File: config.mk
export PLATFORM = sky130hd
export DESIGN_NAME = draw_scheduler
export DESIGN_NICKNAME = d
export VERILOG_FILES = /design/src/rtl/draw_scheduler.sv
export SDC_FILE = /design/constraint.sdc
export NUM_CORES = 1
export LEC_CHECK = 0
export CORE_ASPECT_RATIO = 0.6
export CORE_UTILIZATION = 30
export DETAILED_ROUTE_END_ITERATION = 10
export SYNTH_ARGS = -nofsm -noshare
export SYNTH_HDL_FRONTEND = slang
export SYNTH_SLANG_ARGS = --single-unit
File: constraint.sdc
create_clock -name clock -period 2.5 [get_ports clock]
set_input_delay 0.5 -clock clock [delete_from_list [all_inputs] [get_ports clock]]
set_output_delay 0.5 -clock clock [all_outputs]
set_load 0.01 [all_outputs]
File: src/rtl/draw_scheduler.sv
// draw_scheduler
//
// Per-frame scheduler and arbiter for the single VGA pixel-write port.
// On every accepted frame_tick the enabled sprite drawers are run one at a
// time, lowest index first. The active drawer's pixel bus is registered onto
// the adapter port. Drawers that hold the port too long are aborted.
//
// Ports:
//   clock, reset     system clock, synchronous active-high reset
//   frame_tick       one-cycle pulse that starts a frame sequence
//   client_en        per-client enable, latched when a frame is accepted
//   client_finish    per-client finish_drawing handshake
//   client_x/y/color packed per-client pixel buses (8/7/3 bits per client)
//   client_draw      per-client draw enable, one-hot or zero
//   x, y, color      pixel coordinates/colour to the VGA adapter
//   plot             pixel write enable to the VGA adapter
//   busy             frame sequence in progress
//   active_client    index of the granted client, 0 when idle
//   frame_done       one-cycle pulse at the end of a frame sequence
//   overrun          sticky: a frame_tick was dropped because we were busy
//   timeout_err      sticky: some client was aborted by the timeout

module draw_scheduler #(
    parameter int NUM_CLIENTS = 3,
    parameter int TIMEOUT     = 4095,
    parameter int CW          = 2
) (
    input  logic                     clock,
    input  logic                     reset,
    input  logic                     frame_tick,
    input  logic [NUM_CLIENTS-1:0]   client_en,
    input  logic [NUM_CLIENTS-1:0]   client_finish,
    input  logic [8*NUM_CLIENTS-1:0] client_x,
    input  logic [7*NUM_CLIENTS-1:0] client_y,
    input  logic [3*NUM_CLIENTS-1:0] client_color,
    output logic [NUM_CLIENTS-1:0]   client_draw,
    output logic [7:0]               x,
    output logic [6:0]               y,
    output logic [2:0]               color,
    output logic                     plot,
    output logic                     busy,
    output logic [CW-1:0]            active_client,
    output logic                     frame_done,
    output logic                     overrun,
    output logic                     timeout_err
);

    localparam int TW = $clog2(TIMEOUT + 1);

    typedef enum logic [2:0] {
        IDLE,
        SELECT,
        RUN,
        GAP,
        DONE
    } state_t;

    state_t                 state, state_next;
    logic [NUM_CLIENTS-1:0] mask, mask_next;
    logic [TW-1:0]          count, count_next;

    logic [NUM_CLIENTS-1:0] draw_next;
    logic [7:0]             x_next;
    logic [6:0]             y_next;
    logic [2:0]             color_next;
    logic                   plot_next;
    logic                   busy_next;
    logic [CW-1:0]          active_next;
    logic                   done_next;
    logic                   overrun_next;
    logic                   timeout_next;

    // Lowest pending client in the latched mask.
    logic                   pick_found;
    logic [CW-1:0]          pick_index;
    logic [NUM_CLIENTS-1:0] pick_onehot;

    // Bus slice and finish of the currently granted client.
    logic [7:0]             sel_x;
    logic [6:0]             sel_y;
    logic [2:0]             sel_color;
    logic                   sel_finish;
    logic                   timeout_hit;

    // Scanning from the top down lets the lowest set bit win.
    always_comb begin
        pick_found  = 1'b0;
        pick_index  = '0;
        pick_onehot = '0;
        for (int k = NUM_CLIENTS - 1; k >= 0; k--) begin
            if (mask[k]) begin
                pick_found     = 1'b1;
                pick_index     = CW'(k);
                pick_onehot    = '0;
                pick_onehot[k] = 1'b1;
            end
        end
    end

    // Only the granted client's finish is looked at.
    // Finish from any other client is ignored.
    always_comb begin
        sel_x      = '0;
        sel_y      = '0;
        sel_color  = '0;
        sel_finish = 1'b0;
        for (int k = 0; k < NUM_CLIENTS; k++) begin
            if (active_client == CW'(k)) begin
                sel_x      = client_x[8*k +: 8];
                sel_y      = client_y[7*k +: 7];
                sel_color  = client_color[3*k +: 3];
                sel_finish = client_finish[k];
            end
        end
    end

    // The count is the number of completed RUN cycles. The cycle in which it
    // would reach TIMEOUT is the last one the client is allowed. That cycle
    // aborts the grant instead of plotting.
    assign timeout_hit = (count == TW'(TIMEOUT - 1));

    always_comb begin
        state_next   = state;
        mask_next    = mask;
        count_next   = count;
        draw_next    = client_draw;
        x_next       = x;
        y_next       = y;
        color_next   = color;
        plot_next    = 1'b0;
        busy_next    = busy;
        active_next  = active_client;
        done_next    = 1'b0;
        overrun_next = overrun;
        timeout_next = timeout_err;

        // Any tick outside IDLE, including the DONE cycle, is dropped.
        if (frame_tick && (state != IDLE)) begin
            overrun_next = 1'b1;
        end

        unique case (state)
            IDLE: begin
                if (frame_tick) begin
                    mask_next  = client_en;
                    busy_next  = 1'b1;
                    state_next = SELECT;
                end
            end
            SELECT: begin
                if (pick_found) begin
                    mask_next   = mask & ~pick_onehot;
                    active_next = pick_index;
                    count_next  = '0;
                    draw_next   = pick_onehot;
                    state_next  = RUN;
                end else begin
                    state_next = DONE;
                end
            end
            RUN: begin
                count_next = count + TW'(1);
                if (sel_finish) begin
                    draw_next  = '0;
                    state_next = GAP;
                end else if (timeout_hit) begin
                    draw_next    = '0;
                    timeout_next = 1'b1;
                    state_next   = GAP;
                end else begin
                    plot_next  = 1'b1;
                    x_next     = sel_x;
                    y_next     = sel_y;
                    color_next = sel_color;
                end
            end
            GAP: begin
                // This gives the previous client one low draw cycle. That
                // way a client which restarts on a held draw re-arms cleanly.
                draw_next  = '0;
                state_next = SELECT;
            end
            DONE: begin
                done_next   = 1'b1;
                busy_next   = 1'b0;
                active_next = '0;
                state_next  = IDLE;
            end
            default: begin
                state_next = IDLE;
            end
        endcase
    end

    always_ff @(posedge clock) begin
        if (reset) begin
            state         <= IDLE;
            mask          <= '0;
            count         <= '0;
            client_draw   <= '0;
            x             <= '0;
            y             <= '0;
            color         <= '0;
            plot          <= 1'b0;
            busy          <= 1'b0;
            active_client <= '0;
            frame_done    <= 1'b0;
            overrun       <= 1'b0;
            timeout_err   <= 1'b0;
        end else begin
            state         <= state_next;
            mask          <= mask_next;
            count         <= count_next;
            client_draw   <= draw_next;
            x             <= x_next;
            y             <= y_next;
            color         <= color_next;
            plot          <= plot_next;
            busy          <= busy_next;
            active_client <= active_next;
            frame_done    <= done_next;
            overrun       <= overrun_next;
            timeout_err   <= timeout_next;
        end
    end

endmodule

==> impl_metrics.json <==
{
  "clockBufferDepth": 2,
  "synth-seq-area-share_pct": 39.6,
  "ys_warn_count": 0,
  "finalCritPeriodShare_pct": 85.3,
  "initial_core_util_pct": 31.5,
  "critPathMaxStageDelay_ns": 0.67,
  "synth_area_leaders": "dfxtp_1 (40%), a21oi_1 (12%), mux2i_1 (8.6%), a211oi_1 (6.5%), nor2_1 (5.6%)",
  "grt_usage_pct": 17.6,
  "worstMarginPinSlew_ns": 0.794,
  "finalSetupTns_ns": 0,
  "cp.depth": 4,
  "postSynth.asyncResetShare_pct": 0,
  "routed_wl_um": 6990,
  "place_inst": 460,
  "vias": 2402,
  "drc": 0,
  "setup_viol": 0,
  "post_cts_resized": 0,
  "firstDrtPassIters": 4,
  "p_sw_share_pct": 24.1,
  "die_y_um": 70.2,
  "critPathSlowestCell": "nor2_2",
  "drtAntennaViolNets": 0,
  "syn_inst": 280,
  "grt_pass1_vias": 2286,
  "worstReg2RegStart": "state[1]",
  "grt_pass1_wl_um": 11300,
  "critPathCaptureType": "flop",
  "synthDistinctLibCells": 47,
  "fin_cells": 468,
  "power_density_nw_per_um2": 525,
  "crit_end": "y[1]",
  "p_int_w": 0.00140,
  "dieWidth_um": 116,
  "worstSetupStartpointType": "flop",
  "diodes": 0,
  "routed_via_density": 5.13,
  "overflow": 0,
  "max_freq_mhz": 469,
  "grt_max_degree": 49,
  "critPathArrivalTime_ns": 2.25,
  "critical-path-top-delay-family": "simple AND/OR/NAND/NOR gates",
  "htree_num_levels": 2,
  "wire_per_inst_um": 14.9,
  "p_comb_share_pct": 16.5,
  "routabilityCongestion": 0.768,
  "rrSetupSlack_ns": 0.37,
  "synth.largest_area_cell": "dfxtp_1",
  "seqPwrFrac_pct": 42.3,
  "die-area_um2": 8120,
  "synthSimpleGateAreaFrac_pct": 19.7,
  "ys_top_cells_by_count": "a21oi_1 (54), dfxtp_1 (46), nor2_1 (35)",
  "synth_most_common_cell": "a21oi_1",
  "dp_hpwl_um": 4990,
  "ys_ff_latch": 46,
  "place_worst_setup_slack_ns": 0.237,
  "layout-drive-gt1-share_pct": 6.32,
  "path_class": "reg -> reg",
  "clockPowerShare_pct": 41.3,
  "synthMuxAreaShare_pct": 9.09,
  "critical_path.max_fanout": 19,
  "finalHoldViolations": 0,
  "clkLatencyLatePin_ns": 0.29,
  "setup_slack_ns": 0.369,
  "startpoint": "state[1]",
  "synth_top_family_by_area": "compound AO/OA/AOI/OAI gates",
  "syn_area_um2": 2330,
  "synth-main-ff-cell": "dfxtp_1",
  "reg2reg_to": "y[1]",
  "gr-usage-met1_pct": 26.0,
  "cts_tree": "yes",
  "min_path_cells": 2,
  "postCtsHoldBufs": 0,
  "port_buffers": 90,
  "met3_usage_pct": 5.03,
  "top_usage_layer": "met1",
  "crit_chain": "nor3b_1, o211ai_1, nor2_2, a211oi_1",
  "synthAdderAreaFrac_pct": 1.08,
  "use_met2_pct": 25.2,
  "grt_antenna_before_repair": 0,
  "rsz0062_at_grt": "no",
  "core_area_um2": 7390,
  "synth_edf_count": 0,
  "num_rows": 24,
  "cp_data_required_time_ns": 2.62,
  "skew_ns": 0.00771,
  "numClockSinks": 46,
  "synth-xor-area-share_pct": 0.377,
  "cts_buffers": 5,
  "syn_area_per_cell_um2": 8.31,
  "leakagePower_nw": 1.17,
  "cp_num_buf_inv": 0,
  "fin_crit_ns": 2.13,
  "synth_compound_area_share_pct": 25.5,
  "max_slew_margin_pct": 47.0,
  "area_growth_pct": 51.2,
  "power.switching_w": 0.000444,
  "ir_drop_uv": 299,
  "cts-root-buf": "clkbuf_16",
  "maxCapViolCount": 0,
  "synth_nets": 345,
  "worstHoldPathType": "reg -> reg",
  "io_pins": 91,
  "worst-r2r-cell-count": 4,
  "clk_pin_slew_ns": 0.07,
  "post-cts-setup-buffers": 0,
  "drtIter0Drc": 82,
  "nNetsFinal": 428,
  "status": "finished, final reports clean",
  "final_max_slew_viol_count": 0,
  "synth_top_area_share_pct": 39.6
}
## cell families after synthesis
family	count (synthesis)
and+or+nand+nor	88
AOI/OAI and AO/OA	97
muxes	21
DFF	46
adders and majority gates	2
buffers and inverters	25
xor gates and xnor gates	1
## power by group through the flow
stage | sequential (W) | clock, W | combinational (W)
floorplan | 0.000792 | 0 | 0.000137
global placement | 0.000795 | 0 | 0.000301
detailed placement | 0.000796 | 0 | 0.000303
CTS | 0.000780 | 0.000770 | 0.000307
global route | 0.000784 | 0.000801 | 0.000336
finish | 0.000781 | 0.000762 | 0.000304
## registers in the layout (all words and copies together), names as in the netlist
name           flops
active_client      2
busy               1
client_draw        3
color              3
count             12
frame_done         1
mask               3
overrun            1
plot               1
state              3
timeout_err        1
x                  8
y                  7
## tightest hold or removal path, cell delays in order (launching register included)
cell      delay, ns
dfxtp_1        0.31
nand2b_1       0.06
mux2i_1        0.06
## how the worst min path moves through the flow
stage | from | endpoint | slack, ns
after global placement | timeout_err | timeout_err | 0.46
after floorplan | mask[2] | mask[2] | 0.48
after global routing | client_draw[2] | client_draw[2] | 0.52
final | client_draw[2] | client_draw[2] | 0.48
after CTS | client_draw[2] | client_draw[2] | 0.48
after detailed placement | timeout_err | timeout_err | 0.46
## final cells by class
type / count / area [um2]
flip-flops and latches: 46 / 921
clock buffers: 5 / 125
clock inverters: 3 / 45.0
inverters: 3 / 11.3
fillers: 743 / 3870
repair buffers: 98 / 986
multi-input cells: 209 / 1300
well taps: 104 / 130
## layout by cell type (no fill, tap or decap), types with 6 or more instances in the layout
master / synthesis / routed
dfxtp_1: 46 / 46
nor3_1: 7 / 7
mux2i_1: 20 / 20
buf_4: 0 / 6
nand2_1: 8 / 8
a211oi_1: 20 / 20
nand3_1: 6 / 6
clkdlybuf4s50_1: 0 / 90
nor2_1: 35 / 35
a21oi_1: 54 / 54
## per-stage QoR
stage	util, %	cell area [um2]	power [W]	hold slack, ns
3_3_place_gp	45.3	3350	0.00110	0.457
2_1_floorplan	-	2330	0.000930	0.485
6_report	47.6	3520	0.00185	0.481
3_5_place_dp	45.3	3350	0.00110	0.464
5_1_grt	47.6	3520	0.00192	0.517
4_1_cts	47.6	3520	0.00186	0.484
## metal layers
metal / routed length [um] / part of all wire, %
met2: 2850 / 41
met3: 508 / 7.3
met4: 29 / 0.41
met5: 0 / 0
met1: 3600 / 51
(Power assumes the default switching activity.)
==> patch, RTL diff (same flow settings) <==
Put one more register stage on the output `timeout_err`, with the module's reset. The value now appears one clock later. The other outputs are not delayed to match.
--- a/src/rtl/draw_scheduler.sv
+++ b/src/rtl/draw_scheduler.sv
@@ -57,2 +57,4 @@
 
+    logic timeout_err_s0;
+
     state_t                 state, state_next;
@@ -134,3 +136,3 @@
         overrun_next = overrun;
-        timeout_next = timeout_err;
+        timeout_next = timeout_err_s0;
 
@@ -208,3 +210,3 @@
             overrun       <= 1'b0;
-            timeout_err   <= 1'b0;
+            timeout_err_s0 <= 1'b0;
         end else begin
@@ -222,3 +224,11 @@
             overrun       <= overrun_next;
-            timeout_err   <= timeout_next;
+            timeout_err_s0 <= timeout_next;
+        end
+    end
+
+    always_ff @(posedge clock) begin
+        if (reset) begin
+            timeout_err <= '0;
+        end else begin
+            timeout_err <= timeout_err_s0;
         end
Behaviour: no difference found for any inputs over 10 cycles, from zero or initial values and one cycle with reset high; that may be too few to reach the edited logic, so the function may still have changed.
==> patch against the unedited design <==
Combinational power shrank 5%. Sequential cell count grew 1. Total power shrank 6.0%. Routed wire length shrank 7.5%. Maximum frequency grew 1.8%. Synthesized area grew 3.5%. Cell area grew 0.14%. Non-clock buffer count shrank 1. Worst setup slack gained 0.038 ns. Critical path type unchanged. Largest cell class unchanged.
==> patch: results (changes against the unedited design) <==
** STA
- Clk_skew :: 0.00308 ns (-0.00463 ns)
- Total setup violations reported at the end of the flow :: 0 (unchanged)
- Setup total negative slack :: 0 ns (unchanged)
- The actual slew at the worst max-slew pin came to 0.543 ns (-0.251 ns).

** Synth
- Post-synth top cells :: a21oi_1, dfxtp_1, nor2_1
- The proportion of register bits with asynchronous set or reset after synthesis came to 0% (unchanged).
- Sorting the synthesized cells by area gives the leading types as dfxtp_1, a21oi_1, mux2i_1, nor2_1, a311oi_2.
- Portion of the post-synthesis area used by sequential elements :: 39.1% (-0.51 points)
- Distinct cells, synth :: 40 (-15%)
- The total nets after synthesis is 344 (-0.29%).

** Global route
- The maximum number of pins on one net before global-route repair came to 39 (-20%).
- The via count of the first global-routing pass came to 2157 (-5.6%).
- The first-pass GRT wire length was 10700 um (-5.3%).
- Tot GR Track Use :: 15.9% (-1.7 points)
- Number of antenna violations at the first check in global routing :: 0 (unchanged)

** Place
- The worst setup slack after placement came to 0.329 ns (+0.0918 ns).
- The placed standard-cell area came to 0.00338 sq mm (+0.93%).
- The placed wire-length estimate came to 4860 um (-2.6%).
- The global placer's final weighted congestion was 0.753 (-1.9%).

** Drt
- The detailed-routing iteration count for the pre-antenna-repair pass came to 4 (unchanged).
- The iteration-0 DRC count of the detailed router is 219 (+170%).
- Via count :: 2333 (-2.9%)
- The average wire per cell in the routed design was 13.9 um (-6.9%).

** Power
- Net Sw Frac :: 23.4% (-0.69 points)
- Largest voltage drop on the vdd net :: 0.229 mV (-23%)
- The standby leakage power was 1.15 nW (-2.1%).

** Hold path
- In this run the worst hold path is classified as flip-flop to flip-flop.

** Status
- The run finished with clean final reports.

** Critical path
- The slowest stage of the critical path belongs to the cell or4_1.
- Worst EP arrival :: 2.25 ns (about the same)
- Delay of the slowest cell on the worst path :: 0.76 ns (+0.09 ns)
- The maximum net fanout on the critical path was 27 (+8).
- Top cell family by delay on the critical path :: simple AND/OR/NAND/NOR gates

** Clock tree
- Clock latency reported for the late side of the worst-skew pair :: 0.28 ns
- Number of H-tree branching levels :: 2 (unchanged)
- The total clock buffers created by CTS was 5 (unchanged).

** Final layout
- Largest registers ranked by flip-flop count :: count: 12 flops, x: 8 flops, y: 7 flops
- The share of post-route cells with drive strength above 1 was 8.59% (+2.3 points).
- Layout Nets :: 426 (-0.47%)
==> patch: cell types whose count changed after synthesis, sizes merged, moves of 3 or more <==
cell     change
a211oi      -19
nand2        +8
buf          +5
o2bb2ai      +3
nand2b       -4
a311oi      +20
clkbuf       -5
o211ai       -5
or3          -3
==> patch: per-layer routing <==
layer / wire length, um / vias up / global-route usage, % / share of wire [%]
met5: 0 / - / 0 / 0
met4: 35 / 0 / 2.56 / 0.54
met3: 545 / 5 / 5.89 / 8.4
met2: 2610 / 70 / 22.7 / 40
met1: 3280 / 1064 / 22.9 / 51
li1: - / 1194 / - / -
==> patch: power groups by stage <==
stage	sequential, mW	combinational [mW]	clock [mW]
final	0.795	0.289	0.653
after global routing	0.797	0.321	0.713
after CTS	0.794	0.292	0.675
after detailed placement	0.811	0.291	0
after global placement	0.811	0.288	0
after floorplan	0.809	0.138	0
==> patch: final cells by class <==
| class | count | area [sq um] |
|---|---|---|
| clock buffers | 6 | 139 |
| clock inverters | 1 | 5.00 |
| fillers | 748 | 3990 |
| inverters | 5 | 18.8 |
| multi-input cells | 205 | 1330 |
| flip-flops and latches | 47 | 941 |
| well taps | 104 | 130 |
| repair buffers | 97 | 961 |
==> patch: path summary, 6_finish.rpt <==
kind	start	depth (start not counted)	end	slack, ns
min reg2reg	timeout_err_s0	1	timeout_err	0.47
max	count[1]	6	x[7]	0.41
min	timeout_err_s0	1	timeout_err	0.47
max reg2reg	count[1]	6	x[7]	0.41
==> patch: cells by family (layout without fill, tap and decap cells) <==
family | after synthesis | in the layout | share of synthesized area, %
and+or+nand+nor | 92 | 92 | 19.1
adders and majority gates | 2 | 2 | 1.04
DFF | 47 | 47 | 39.1
muxes | 19 | 19 | 7.95
AOI/OAI and AO/OA | 92 | 92 | 27.0
buffers and inverters | 27 | 109 | 5.82
==> patch: metrics by stage <==
step | utilization [%] | std cells | hold WS, ns
after floorplan | - | 279 | 0.434
after CTS | 46.9 | 465 | 0.470
after detailed placement | 45.0 | 458 | 0.454
after global placement | 45.0 | 458 | 0.446
final | 46.9 | 465 | 0.468
after global routing | 46.9 | 465 | 0.477
